<file path="src/rtl/vid_pkg.sv">
// vid_pkg: shared pixel word type, output-stage state encoding and word width.
package vid_pkg;

    localparam int PIX_W = 27;

    typedef struct packed {
        logic [7:0] r;
        logic [7:0] g;
        logic [7:0] b;
        logic       hsync;
        logic       vsync;
        logic       vde;
    } pixel_t;

    typedef enum logic {FILL, STREAM} state_e;

endpackage

</file>
<file path="src/rtl/vid_sync_fifo.sv">
// vid_sync_fifo: single-clock FIFO with occupancy count and first-word-fall-through head.
module vid_sync_fifo
    import vid_pkg::*;
#(
    parameter int  DEPTH = 16,
    parameter type T     = pixel_t
) (
    input  logic                       clk_i,
    input  logic                       rst_i,
    input  logic                       push_i,
    input  logic                       pop_i,
    input  T                           data_i,
    output T                           head_o,
    output logic                       full_o,
    output logic                       empty_o,
    output logic [$clog2(DEPTH+1)-1:0] level_o
);
    localparam int AW = $clog2(DEPTH);
    localparam int LW = $clog2(DEPTH + 1);

    T mem_q [DEPTH];
    logic [LW-1:0] wr_q, wr_d, rd_q, rd_d;
    logic do_push, do_pop;

    // Counters carry one extra bit so full and empty stay distinct.
    assign level_o = wr_q - rd_q;
    assign full_o  = level_o == LW'(DEPTH);
    assign empty_o = level_o == '0;
    assign do_push = push_i && !full_o;
    assign do_pop  = pop_i && !empty_o;
    assign head_o  = mem_q[rd_q[AW-1:0]];

    always_comb begin
        wr_d = wr_q + LW'(do_push);
        rd_d = rd_q + LW'(do_pop);
    end

    always_ff @(posedge clk_i) begin
        if (rst_i) begin
            wr_q <= '0;
            rd_q <= '0;
        end else begin
            wr_q <= wr_d;
            rd_q <= rd_d;
        end
    end

    always_ff @(posedge clk_i)
        if (do_push && !rst_i) mem_q[wr_q[AW-1:0]] <= data_i;

endmodule

</file>
<file path="src/rtl/vid_out_fifo.sv">
// vid_out_fifo: replays the processed stream at display rate with prefill, vsync alignment and underflow detect.
// Define VID_OUT_FIFO_STATS_EN to build the saturating underflow counter.
module vid_out_fifo
    import vid_pkg::*;
#(
    parameter int DEPTH   = 16,
    parameter int PREFILL = 8
) (
    input  logic                       clk_i,
    input  logic                       rst_i,
    input  logic [7:0]                 r_i,
    input  logic [7:0]                 g_i,
    input  logic [7:0]                 b_i,
    input  logic                       hsync_i,
    input  logic                       vsync_i,
    input  logic                       vde_i,
    input  logic                       valid_i,
    output logic                       ready_o,
    input  logic                       pix_en_i,
    output logic [7:0]                 r_o,
    output logic [7:0]                 g_o,
    output logic [7:0]                 b_o,
    output logic                       hsync_o,
    output logic                       vsync_o,
    output logic                       vde_o,
    output logic [$clog2(DEPTH+1)-1:0] level_o,
    output logic                       streaming_o,
    output logic                       underflow_o,
    output logic [15:0]                underflow_cnt_o
);
    localparam int LW = $clog2(DEPTH + 1);

    pixel_t in_pix, head, out_q, out_d;
    state_e state_q, state_d;
    logic full, empty, pop;

    assign in_pix = PIX_W'({r_i, g_i, b_i, hsync_i, vsync_i, vde_i});
    assign ready_o = !full;

    vid_sync_fifo #(.DEPTH(DEPTH), .T(pixel_t)) u_fifo (
        .clk_i   (clk_i),
        .rst_i   (rst_i),
        .push_i  (valid_i),
        .pop_i   (pop),
        .data_i  (in_pix),
        .head_o  (head),
        .full_o  (full),
        .empty_o (empty),
        .level_o (level_o)
    );

    always_comb begin
        state_d     = state_q;
        out_d       = out_q;
        pop         = 1'b0;
        underflow_o = 1'b0;
        if (state_q == FILL) begin
            out_d = '0;
            // Discard words until a frame start sits at the head with enough buffered behind it.
            if (head.vsync && level_o >= LW'(PREFILL)) state_d = STREAM;
            else if (!empty && !head.vsync) pop = 1'b1;
        end else if (pix_en_i) begin
            pop         = !empty;
            out_d       = empty ? '0 : head;
            underflow_o = empty;
            state_d     = empty ? FILL : STREAM;
        end
    end

    always_ff @(posedge clk_i) begin
        if (rst_i) begin
            state_q <= FILL;
            out_q   <= '0;
        end else begin
            state_q <= state_d;
            out_q   <= out_d;
        end
    end

    assign {r_o, g_o, b_o, hsync_o, vsync_o, vde_o} = out_q;
    assign streaming_o = state_q == STREAM;

`ifdef VID_OUT_FIFO_STATS_EN
    logic [15:0] ucnt_q, ucnt_d;
    always_comb ucnt_d = (underflow_o && ucnt_q != 16'hFFFF) ? ucnt_q + 16'd1 : ucnt_q;
    always_ff @(posedge clk_i) ucnt_q <= rst_i ? '0 : ucnt_d;
    assign underflow_cnt_o = ucnt_q;
`else
    assign underflow_cnt_o = 16'h0000;
`endif

endmodule

</file>
<file path="config.mk">
export PLATFORM = sky130hd
export DESIGN_NAME = vid_out_fifo
export DESIGN_NICKNAME = d
export VERILOG_FILES = /design/src/rtl/vid_pkg.sv /design/src/rtl/vid_sync_fifo.sv /design/src/rtl/vid_out_fifo.sv
export SDC_FILE = /design/constraint.sdc
export NUM_CORES = 1
export LEC_CHECK = 0
export ABC_AREA = 1
export CORE_ASPECT_RATIO = 1.4
export CORE_MARGIN = 8
export CORE_UTILIZATION = 40
export DETAILED_ROUTE_END_ITERATION = 10
export RECOVER_POWER = 100
export SLEW_MARGIN = 20
export SYNTH_ARGS = -nofsm -noshare
export SYNTH_HDL_FRONTEND = slang
export SYNTH_SLANG_ARGS = --single-unit
</file>
<file path="constraint.sdc">
create_clock -name clk_i -period 7.5 [get_ports clk_i]
set_input_delay 1.5 -clock clk_i [delete_from_list [all_inputs] [get_ports clk_i]]
set_output_delay 1.5 -clock clk_i [all_outputs]
set_load 0.01 [all_outputs]
</file>
==> results of run 1 <==
-- cell usage after synthesis, types with 2 or more instances --
master      n
nand2_1   630
edfxtp_1  432
nand3_1   306
nor2_1    130
inv_1     100
buf_2      44
dfxtp_1    38
buf_4      31
clkbuf_1   16
buf_1      10
a21oi_1     9
ha_1        8
buf_6       6
o21ai_0     5
inv_2       4
nand2_2     3
xnor2_1     2
-- cells by family after synthesis --
| logic type | count (synthesis) | synth area share [%] |
|---|---|---|
| buffers and inverters | 212 | 5.227 |
| AOI/OAI and AO/OA | 14 | 0.3609 |
| other | 1 | 0.01932 |
| xor gates and xnor gates | 3 | 0.1354 |
| DFF | 470 | 70.74 |
| adders and majority gates | 9 | 0.6187 |
| and+or+nand+nor | 1075 | 22.90 |
-- stage by stage --
| step | hold WS, ps | cell area (um2) |
|---|---|---|
| floorplan | 458.2 | 19470 |
| global placement | 472.6 | 20490 |
| detailed placement | 480.7 | 20490 |
| CTS | 490.4 | 21980 |
| global route | 506.8 | 21890 |
| finish | 482.0 | 21890 |
-- critical path, delay by kind of cell, from the launching register on --
kind | cells | cell delay, ps
flops | 1 | 2020
fa+ha+maj | 2 | 820
buf+inv | 2 | 720
simple gates | 4 | 830
-- final timing paths --
kind                                      endpoint  slack [ps]  cells after the start
worst max-delay path                   underflow_o        1060                      8
worst max register to register  u_fifo.mem_q[3][7]        1700                     11
worst min register to register              r_o[6]         480                      2
worst min-delay path                        r_o[6]         480                      2
-- area by class of cell --
class | count | area (um2) | area share, %
antenna | 2 | 5.005 | 0.02286
sequential | 470 | 13740 | 62.76
tap | 630 | 788.3 | 3.601
timing repair buffer | 74 | 715.7 | 3.270
inverter | 105 | 400.4 | 1.829
multi-input combinational | 1117 | 4753 | 21.72
clock inverter | 30 | 347.8 | 1.589
clock buffer | 49 | 1141 | 5.213
-- sequential cells by signal (all words and copies together), names as in the netlist --
| register | flops |
|---|---|
| r_o | 8 |
| g_o | 8 |
| vsync_o | 1 |
| u_fifo.rd_q | 5 |
| u_fifo.mem_q | 432 |
| streaming_o | 1 |
| b_o | 8 |
| hsync_o | 1 |
| u_fifo.wr_q | 5 |
| vde_o | 1 |
-- layer usage --
| metal | routed length [um] | GRT usage [%] | vias up | part of all wire, % |
|---|---|---|---|---|
| met5 | 0 | 0 | - | 0 |
| met4 | 1048 | 4.825 | 0 | 2.3 |
| met3 | 2117 | 2.306 | 73 | 4.7 |
| met2 | 22490 | 27.77 | 293 | 50 |
| met1 | 19160 | 19.81 | 5939 | 43 |
| li1 | - | - | 6003 | - |
-- power breakdown --
part | switching, mW | internal (mW)
clock network | 0.943 | 1.37
registers | 0.109 | 2.94
logic | 1.10 | 0.530
total | 2.15 | 4.84
==> metrics.cfg, run 1 <==
[setup_path]
end_kind = output pin
crit-reg2reg-launch = u_fifo.rd_q[0]
worstPathCellList = ha_1 -> inv_1 -> fa_1 -> or2_1 -> nor2_1 -> nand3_1 -> nor3_1 -> dlygate4sd3_1
cp-startpoint = u_fifo.rd_q[0]
start_kind = flip-flop
worstPathMaxFanout = 63
cp.required_ps = 6000
crit_type = flip-flop to output pin
arrival_ps = 4940
cp_slowest_cell = dfxtp_1
cp_slowest_stage_delay_ps = 2020

[run_status]
outcome = complete, but fails checks
failed_checks = capacitance limit, slew limit

[layout]
drive_above_1_share_pct = 5.420
n_fill_cell = 4356
final_cell_mix = nand2_1 (631), edfxtp_1 (432), nand3_1 (307), nor2_1 (114), inv_1 (100)
utilization_pct = 45.58
nets = 1851
final-instance-count-excl-fill = 2477
layout_commonest_cell = nand2_1
syn2layout_area_growth_pct = 12.74

[cts]
clock_latency_ps = 550
tritoncts = built
htreeDepth = 2
ctsResizeCount = 0
clk_pin_slew_ps = 60
cts_buffers = 43
root_buffer = clkbuf_16
cts.hold.buffers_added = 0
clock-sinks = 470
cts_buffer_depth = 3
post_cts_buffers = 0

[synth]
yosys.area.top_type = edfxtp_1
ys_top_cells_by_area = edfxtp_1 (67%), nand2_1 (12%), nand3_1 (7.9%)
ys_types = 27
ys.flop_type = edfxtp_1
ys_ff_latch = 470
synth_area_um2 = 19410
synth.top_cell.area_share_pct = 66.82
ys_warn_count = 0
yosysSeqAreaShare_pct = 70.74
synth_edf_count = 432
syn_avg_cell_area_um2 = 10.88
syn_inst = 1784
synthArstFlopShare_pct = 0

[floorplanning]
die_x_um = 202.2
initial_core_util_pct = 40.43
io_pins = 82
rows = 95
core_um2 = 48020
dieArea_um2 = 55940
die_h_um = 276.7

[timing]
fin_tns_setup_ps = 0
slew_violations = 617
clock_skew_ps = 14.43
max_freq_mhz = 155.3
setup_viol_count_final = 0
worst_pin_slew_ps = 2514
rsz0062_at_grt = false
slew-limit-headroom_pct = -67.59
layout_min_cycle_time_ps = 6437
worst_slack_ps = 1063
finalCritPeriodShare_pct = 85.83
hold_viol = 0

[placed_design]
gp_congestion = 0.7843
dp_cells = 2396
port_buffers = 65
hpwl_um = 25620
pre_cts_ws_ps = 2141

[power_and_ir_drop]
p_leak_nw = 8.145
total_power_mw = 6.990
powerDensity_nw_per_um2 = 319.4
vdd_ir_drop_max_mv = 0.1740

[grt]
grt_pass1_wl_um = 69190
grt_overflow = 0
grt_max_degree = 114
antenna_found_initial = 3
grtUsageTotal_pct = 15.79
grt_pass1_vias = 12100

[detailed_routing]
drt_iter0_drc = 817
via_count = 12310
dr.pass1.iters = 5
avgViaCountPerCell = 4.969
wl_um = 44810
drc = 0
antenna_left = 0
wire_per_inst_um = 18.09

[flow_run]
drv_cap = 18

[hold_path]
hp-class = flip-flop to flip-flop
min-delay-start = r_o[6]

No activity file was read; power rests on OpenSTA's default activity.
==> run 2: changes to the inputs <==
clock period = 6.5 ns   (was 7.5 ns; I/O delays follow)
==> run 2 against run 1 <==
The run still ends with capacitance limit, slew limit left. Critical endpoint unchanged. Largest cell class unchanged. Global-route usage increased by 0.52 points. Via count increased by 1.3%. Combinational power increased by 20%. Clock skew decreased by 3.0 ps.
==> metrics.cfg, run 2 (same netlist as run 1, synthesis figures left out) <==
[setup_path]
end_kind = output pin
rr_worst_depth = 11
start_kind = flip-flop
crit_family = buffers and inverters
path_buf_inv = 3
cp_slowest_stage_delay_ps = 1000
cp.required_ps = 5200
crit_type = flip-flop to output pin
ff2ff_setup_slack_ps = 1140
worstPathCellList = buf_4 -> inv_1 -> ha_1 -> a21oi_1 -> nand3b_1 -> nand2_1 -> nand3_2 -> nor3_1 -> dlygate4sd3_1
crit-reg2reg-launch = u_fifo.rd_q[2]
cp_slowest_cell = inv_1
reg2reg_to = u_fifo.mem_q[0][16]
worstPathMaxFanout = 32
arrival_ps = 4070

[power_and_ir_drop]
power_frac_seq_pct = 44.0
pwr-share-comb_pct = 24.5
p_leak_nw = 8.076
vdd_ir_drop_max_mv = 0.1955
switching_share_pct = 31.66
switchingPower_mw = 2.521
total_power_mw = 7.964
powerDensity_nw_per_um2 = 365.4
clkPwrFrac_pct = 31.5
internal_power_mw = 5.443

[flow_run]
drv_cap = 17

[hold_path]
hp-class = flip-flop to flip-flop
hold_end = r_o[6]
min-delay-start = r_o[6]
whs_path_depth = 2

[layout]
drive_above_1_share_pct = 5.317
nets = 1851
largest_reg_flops = 432
final-instance-count-excl-fill = 2474
layout_commonest_cell = nand2_1
utilization_pct = 45.39
final_cell_mix = nand2_1 (631), edfxtp_1 (432), nand3_1 (306), nor2_1 (114), inv_1 (101)
syn2layout_area_growth_pct = 12.27

[cts]
clock_latency_ps = 540
ctsResizeCount = 0
root_buffer = clkbuf_16
cts_buffers = 43
clk_pin_slew_ps = 60
tritoncts = built
cts.hold.buffers_added = 0
cts_buffer_depth = 3
clock-sinks = 470
post_cts_buffers = 0
htreeDepth = 2

[timing]
rsz0062_at_grt = false
hold-worst-slack_ps = 470.3
fin_tns_setup_ps = 0
finalCritPeriodShare_pct = 82.59
layout_min_cycle_time_ps = 5369
clock_skew_ps = 11.44
max_freq_mhz = 186.3
setup_viol_count_final = 0
hold_viol = 0
slew_violations = 581
worst_pin_slew_ps = 2469
slew-limit-headroom_pct = -64.57

[detailed_routing]
drc = 0
drt_iter0_drc = 933
via_count = 12460
antenna_left = 0
dr.pass1.iters = 5
wire_per_inst_um = 18.73
avgViaCountPerCell = 5.038
wl_um = 46340

[floorplanning]
dieArea_um2 = 55940
die_h_um = 276.7
initial_core_util_pct = 40.43
rows = 95
core_um2 = 48020
die_x_um = 202.2
io_pins = 82

[grt]
grt_pass1_wl_um = 71390
grt_pass1_vias = 12330
grt_max_degree = 133
grt_overflow = 0
antenna_found_initial = 0
grtUsageTotal_pct = 16.31

[run_status]
outcome = complete, but fails checks
failed_checks = capacitance limit, slew limit

[placed_design]
gp_congestion = 0.8078
hpwl_um = 26860
port_buffers = 65
dp_cells = 2396

-- run 2: cell types whose count changed in the layout (fill, tap and decap cells not counted), moves of 3 or more --
cell        change
clkinv_1        -4
clkbuf_1        +5
clkinv_2        -3
clkinvlp_4      +4
bufinv_16       -4
-- run 2: how the worst max path moves through the flow --
| stage | start | endpoint | slack (ps) | cells after the start |
|---|---|---|---|---|
| floorplan | u_fifo.rd_q[1] | u_fifo.mem_q[10][0] | 2960 | 10 |
| global placement | u_fifo.rd_q[1] | underflow_o | 2080 | 7 |
| detailed placement | u_fifo.rd_q[1] | underflow_o | 2040 | 7 |
| CTS | u_fifo.rd_q[1] | underflow_o | 1440 | 7 |
| global route | u_fifo.rd_q[0] | r_o[5] | 720 | 12 |
| finish | u_fifo.rd_q[2] | underflow_o | 1130 | 9 |
-- run 2: power groups by stage --
stage	Combinational, mW	Sequential (mW)	Clock [mW]
6_report	1.95	3.50	2.51
2_1_floorplan	1.47	3.48	0
3_5_place_dp	1.98	3.57	0
3_3_place_gp	1.96	3.56	0
5_1_grt	2.22	3.51	2.66
4_1_cts	1.99	3.50	2.55
-- run 2: worst min-delay path: cells and delay by family (launching register included) --
| family | cells | cell delay, ps |
|---|---|---|
| flip-flops | 1 | 310 |
| AND/OR/NAND/NOR | 1 | 60 |
| AO/OA/AOI/OAI | 1 | 50 |
-- run 2: routing by layer --
layer	global-route usage, %	up-vias	routed length (um)
met5	0	-	0
met4	6.166	0	1341
met3	2.306	82	2422
met2	28.45	382	23580
met1	20.24	6002	18990
li1	-	5998	-
-- run 2: layout make-up --
cell class,count,area [um2]
Fill cell,4340,26220
Tap cell,630,788.3
Multi-Input combinational cell,1117,4758
Sequential cell,470,13740
Inverter,105,399.1
Clock buffer,55,1174
Antenna cell,1,2.502
Clock inverter,22,216.5
Timing Repair Buffer,74,718.2
-- run 2: through the flow --
step / setup slack (ps) / area (um2)
5_1_grt: 719.8 / 21790
3_5_place_dp: 2045 / 20490
2_1_floorplan: 2957 / 19470
6_report: 1132 / 21800
3_3_place_gp: 2081 / 20490
4_1_cts: 1442 / 21880
==> run 3: changes to the inputs <==
clock period = 4.7 ns   (was 6.5 ns; I/O delays follow)
==> run 3 against run 2 <==
The run still ends with capacitance limit, slew limit left. Combinational power rose by 45%. Setup slack got worse by 690 ps. Clock power rose by 41%. Via count barely moved. Global-route usage fell by 0.065 points. First-iteration DRC count rose by 2.1%. Critical endpoint is now u_fifo.mem_q[9][13]. Non-clock buffer count rose by 21. Sequential cell count did not move. Design area rose by 1.1%.
==> metrics.cfg, run 3 (same netlist as run 1, synthesis figures left out) <==
[run_status]
outcome = complete, but fails checks
failed_checks = capacitance limit, slew limit

[hold_path]
hp-class = flip-flop to flip-flop
min-delay-start = r_o[6]
whs_path_depth = 2
hold_end = r_o[6]

[timing]
finalCritPeriodShare_pct = 90.52
layout_min_cycle_time_ps = 4255
rsz0062_at_grt = false
setup_viol_count_final = 0
worst_pin_slew_ps = 1832
hold_viol = 0
max_freq_mhz = 235.0
fin_tns_setup_ps = 0
clock_skew_ps = 17.80
slew-limit-headroom_pct = -22.13
slew_violations = 138

[layout]
layout_commonest_cell = nand2_1
multi_input_area_um2 = 4833
nets = 1872
drive_above_1_share_pct = 5.908
final_cell_mix = nand2_1 (631), edfxtp_1 (432), nand3_1 (306), nor2_1 (114), inv_1 (101)
syn2layout_area_growth_pct = 13.47
largest_reg_flops = 432
n_fill_cell = 4367
seqCellArea_um2 = 13730

[setup_path]
worstPathMaxFanout = 53
crit-reg2reg-launch = u_fifo.rd_q[1]
start_kind = flip-flop
worstPathCellList = clkinvlp_2 -> buf_4 -> ha_1 -> nand3_1 -> nand2_1 -> nand2_1 -> nand2_1 -> nand3_1 -> and2_0 -> nand2_1 -> buf_4 -> nor2_4 -> clkbuf_2
cp.required_ps = 4860
arrival_ps = 4410
cp_slowest_cell = clkbuf_2
crit_type = flip-flop to flip-flop
end_kind = flip-flop
crit_path_frequent_cell = nand2_1
rr_worst_depth = 13
ff2ff_setup_slack_ps = 450
cp_slowest_stage_delay_ps = 810
reg2reg_to = u_fifo.mem_q[9][13]

[power_and_ir_drop]
clkPwrFrac_pct = 31.9
p_leak_nw = 8.199
internal_power_mw = 7.613
vdd_ir_drop_max_mv = 0.4634
total_power_mw = 11.09
switching_share_pct = 31.38
pwr-share-comb_pct = 25.5
power_frac_seq_pct = 42.6
powerDensity_nw_per_um2 = 503.6
switchingPower_mw = 3.481

[detailed_routing]
wire_per_inst_um = 18.66
avgViaCountPerCell = 5.001
antenna_left = 0
wl_um = 46520
dr.pass1.iters = 5
drc = 0
drt_iter0_drc = 953
via_count = 12470

[cts]
clock_latency_ps = 550
cts_buffer_depth = 3
htreeDepth = 2
cts.hold.buffers_added = 0
root_buffer = clkbuf_16
clock-sinks = 470
tritoncts = built
post_cts_buffers = 0
clk_pin_slew_ps = 60
cts_buffers = 43
ctsResizeCount = 0

[placed_design]
gp_congestion = 0.7578
port_buffers = 65
hpwl_um = 24430

[floorplanning]
initial_core_util_pct = 40.43
die_x_um = 202.2
dieArea_um2 = 55940
core_um2 = 48020
die_h_um = 276.7
rows = 95
io_pins = 82

[grt]
grtUsageTotal_pct = 16.24
grt_pass1_vias = 12070
grt_pass1_wl_um = 70550
grt_overflow = 0
grt_max_degree = 89
antenna_found_initial = 2

[flow_run]
drv_cap = 2

==> run 3: cell count changes in the layout (fill, tap and decap cells not counted), sizes merged <==
| cell | delta |
|---|---|
| buf | +7 |
| inv | +1 |
| clkinv | -4 |
| bufinv | +2 |
| clkbuf | +17 |
| clkdlybuf4s50 | -2 |
| clkinvlp | -4 |
| dlygate4sd3 | +2 |
==> run 3: worst max path at each step <==
stage,start,end,slack (ps)
after global routing,u_fifo.rd_q[1],u_fifo.mem_q[15][4],210
after detailed placement,u_fifo.rd_q[1],u_fifo.mem_q[4][16],1070
after global placement,u_fifo.rd_q[1],u_fifo.mem_q[10][7],1080
after CTS,u_fifo.rd_q[1],underflow_o,550
after floorplan,u_fifo.rd_q[1],u_fifo.mem_q[10][0],1160
final,u_fifo.rd_q[1],u_fifo.mem_q[9][13],450
==> run 3: stage by stage <==
step | std cells | hold WS, ps | instance area (um2) | util (%) | worst slack, ps
finish | 2493 | 468.2 | 22030 | 45.88 | 445.3
global route | 2492 | 499.2 | 22030 | 45.87 | 212.7
CTS | 2491 | 475.3 | 22050 | 45.92 | 549.6
detailed placement | 2416 | 465.3 | 20640 | 42.98 | 1075
global placement | 2416 | 459.4 | 20640 | 42.98 | 1079
floorplan | 1799 | 458.2 | 19470 | - | 1157
==> run 3: worst max-delay path: cells and delay by family, from the launching register on <==
| kind | cells | cell delay (ps) |
|---|---|---|
| AND/OR/NAND/NOR | 8 | 1250 |
| buffers and inverters | 4 | 1920 |
| adder cells (fa/ha/maj) | 1 | 350 |
| flip-flops | 1 | 320 |
==> run 3: final cells by class <==
| type | instances | area share [%] |
|---|---|---|
| repair buffers | 95 | 3.908 |
| multi-input cells | 1117 | 21.94 |
| inverters | 105 | 1.817 |
| flip-flops and latches | 470 | 62.34 |
| well taps | 630 | 3.578 |
| diodes | 1 | 0.01136 |
| clock inverters | 17 | 1.073 |
| clock buffers | 58 | 5.333 |
==> run 3: power groups by stage <==
| stage | clock, mW | sequential, mW | combinational [mW] |
|---|---|---|---|
| floorplan | 0 | 4.82 | 2.04 |
| CTS | 3.60 | 4.73 | 2.87 |
| detailed placement | 0 | 4.82 | 2.86 |
| finish | 3.54 | 4.72 | 2.83 |
| global route | 3.75 | 4.73 | 3.20 |
| global placement | 0 | 4.81 | 2.83 |
==> run 3: per-layer routing <==
metal | GRT usage (%) | vias to the layer above | share of wire (%)
met1 | 19.36 | 5958 | 40
met2 | 29.31 | 383 | 51
li1 | - | 6036 | -
met3 | 2.341 | 91 | 5.7
met5 | 0 | - | 0
met4 | 5.943 | 0 | 3.0
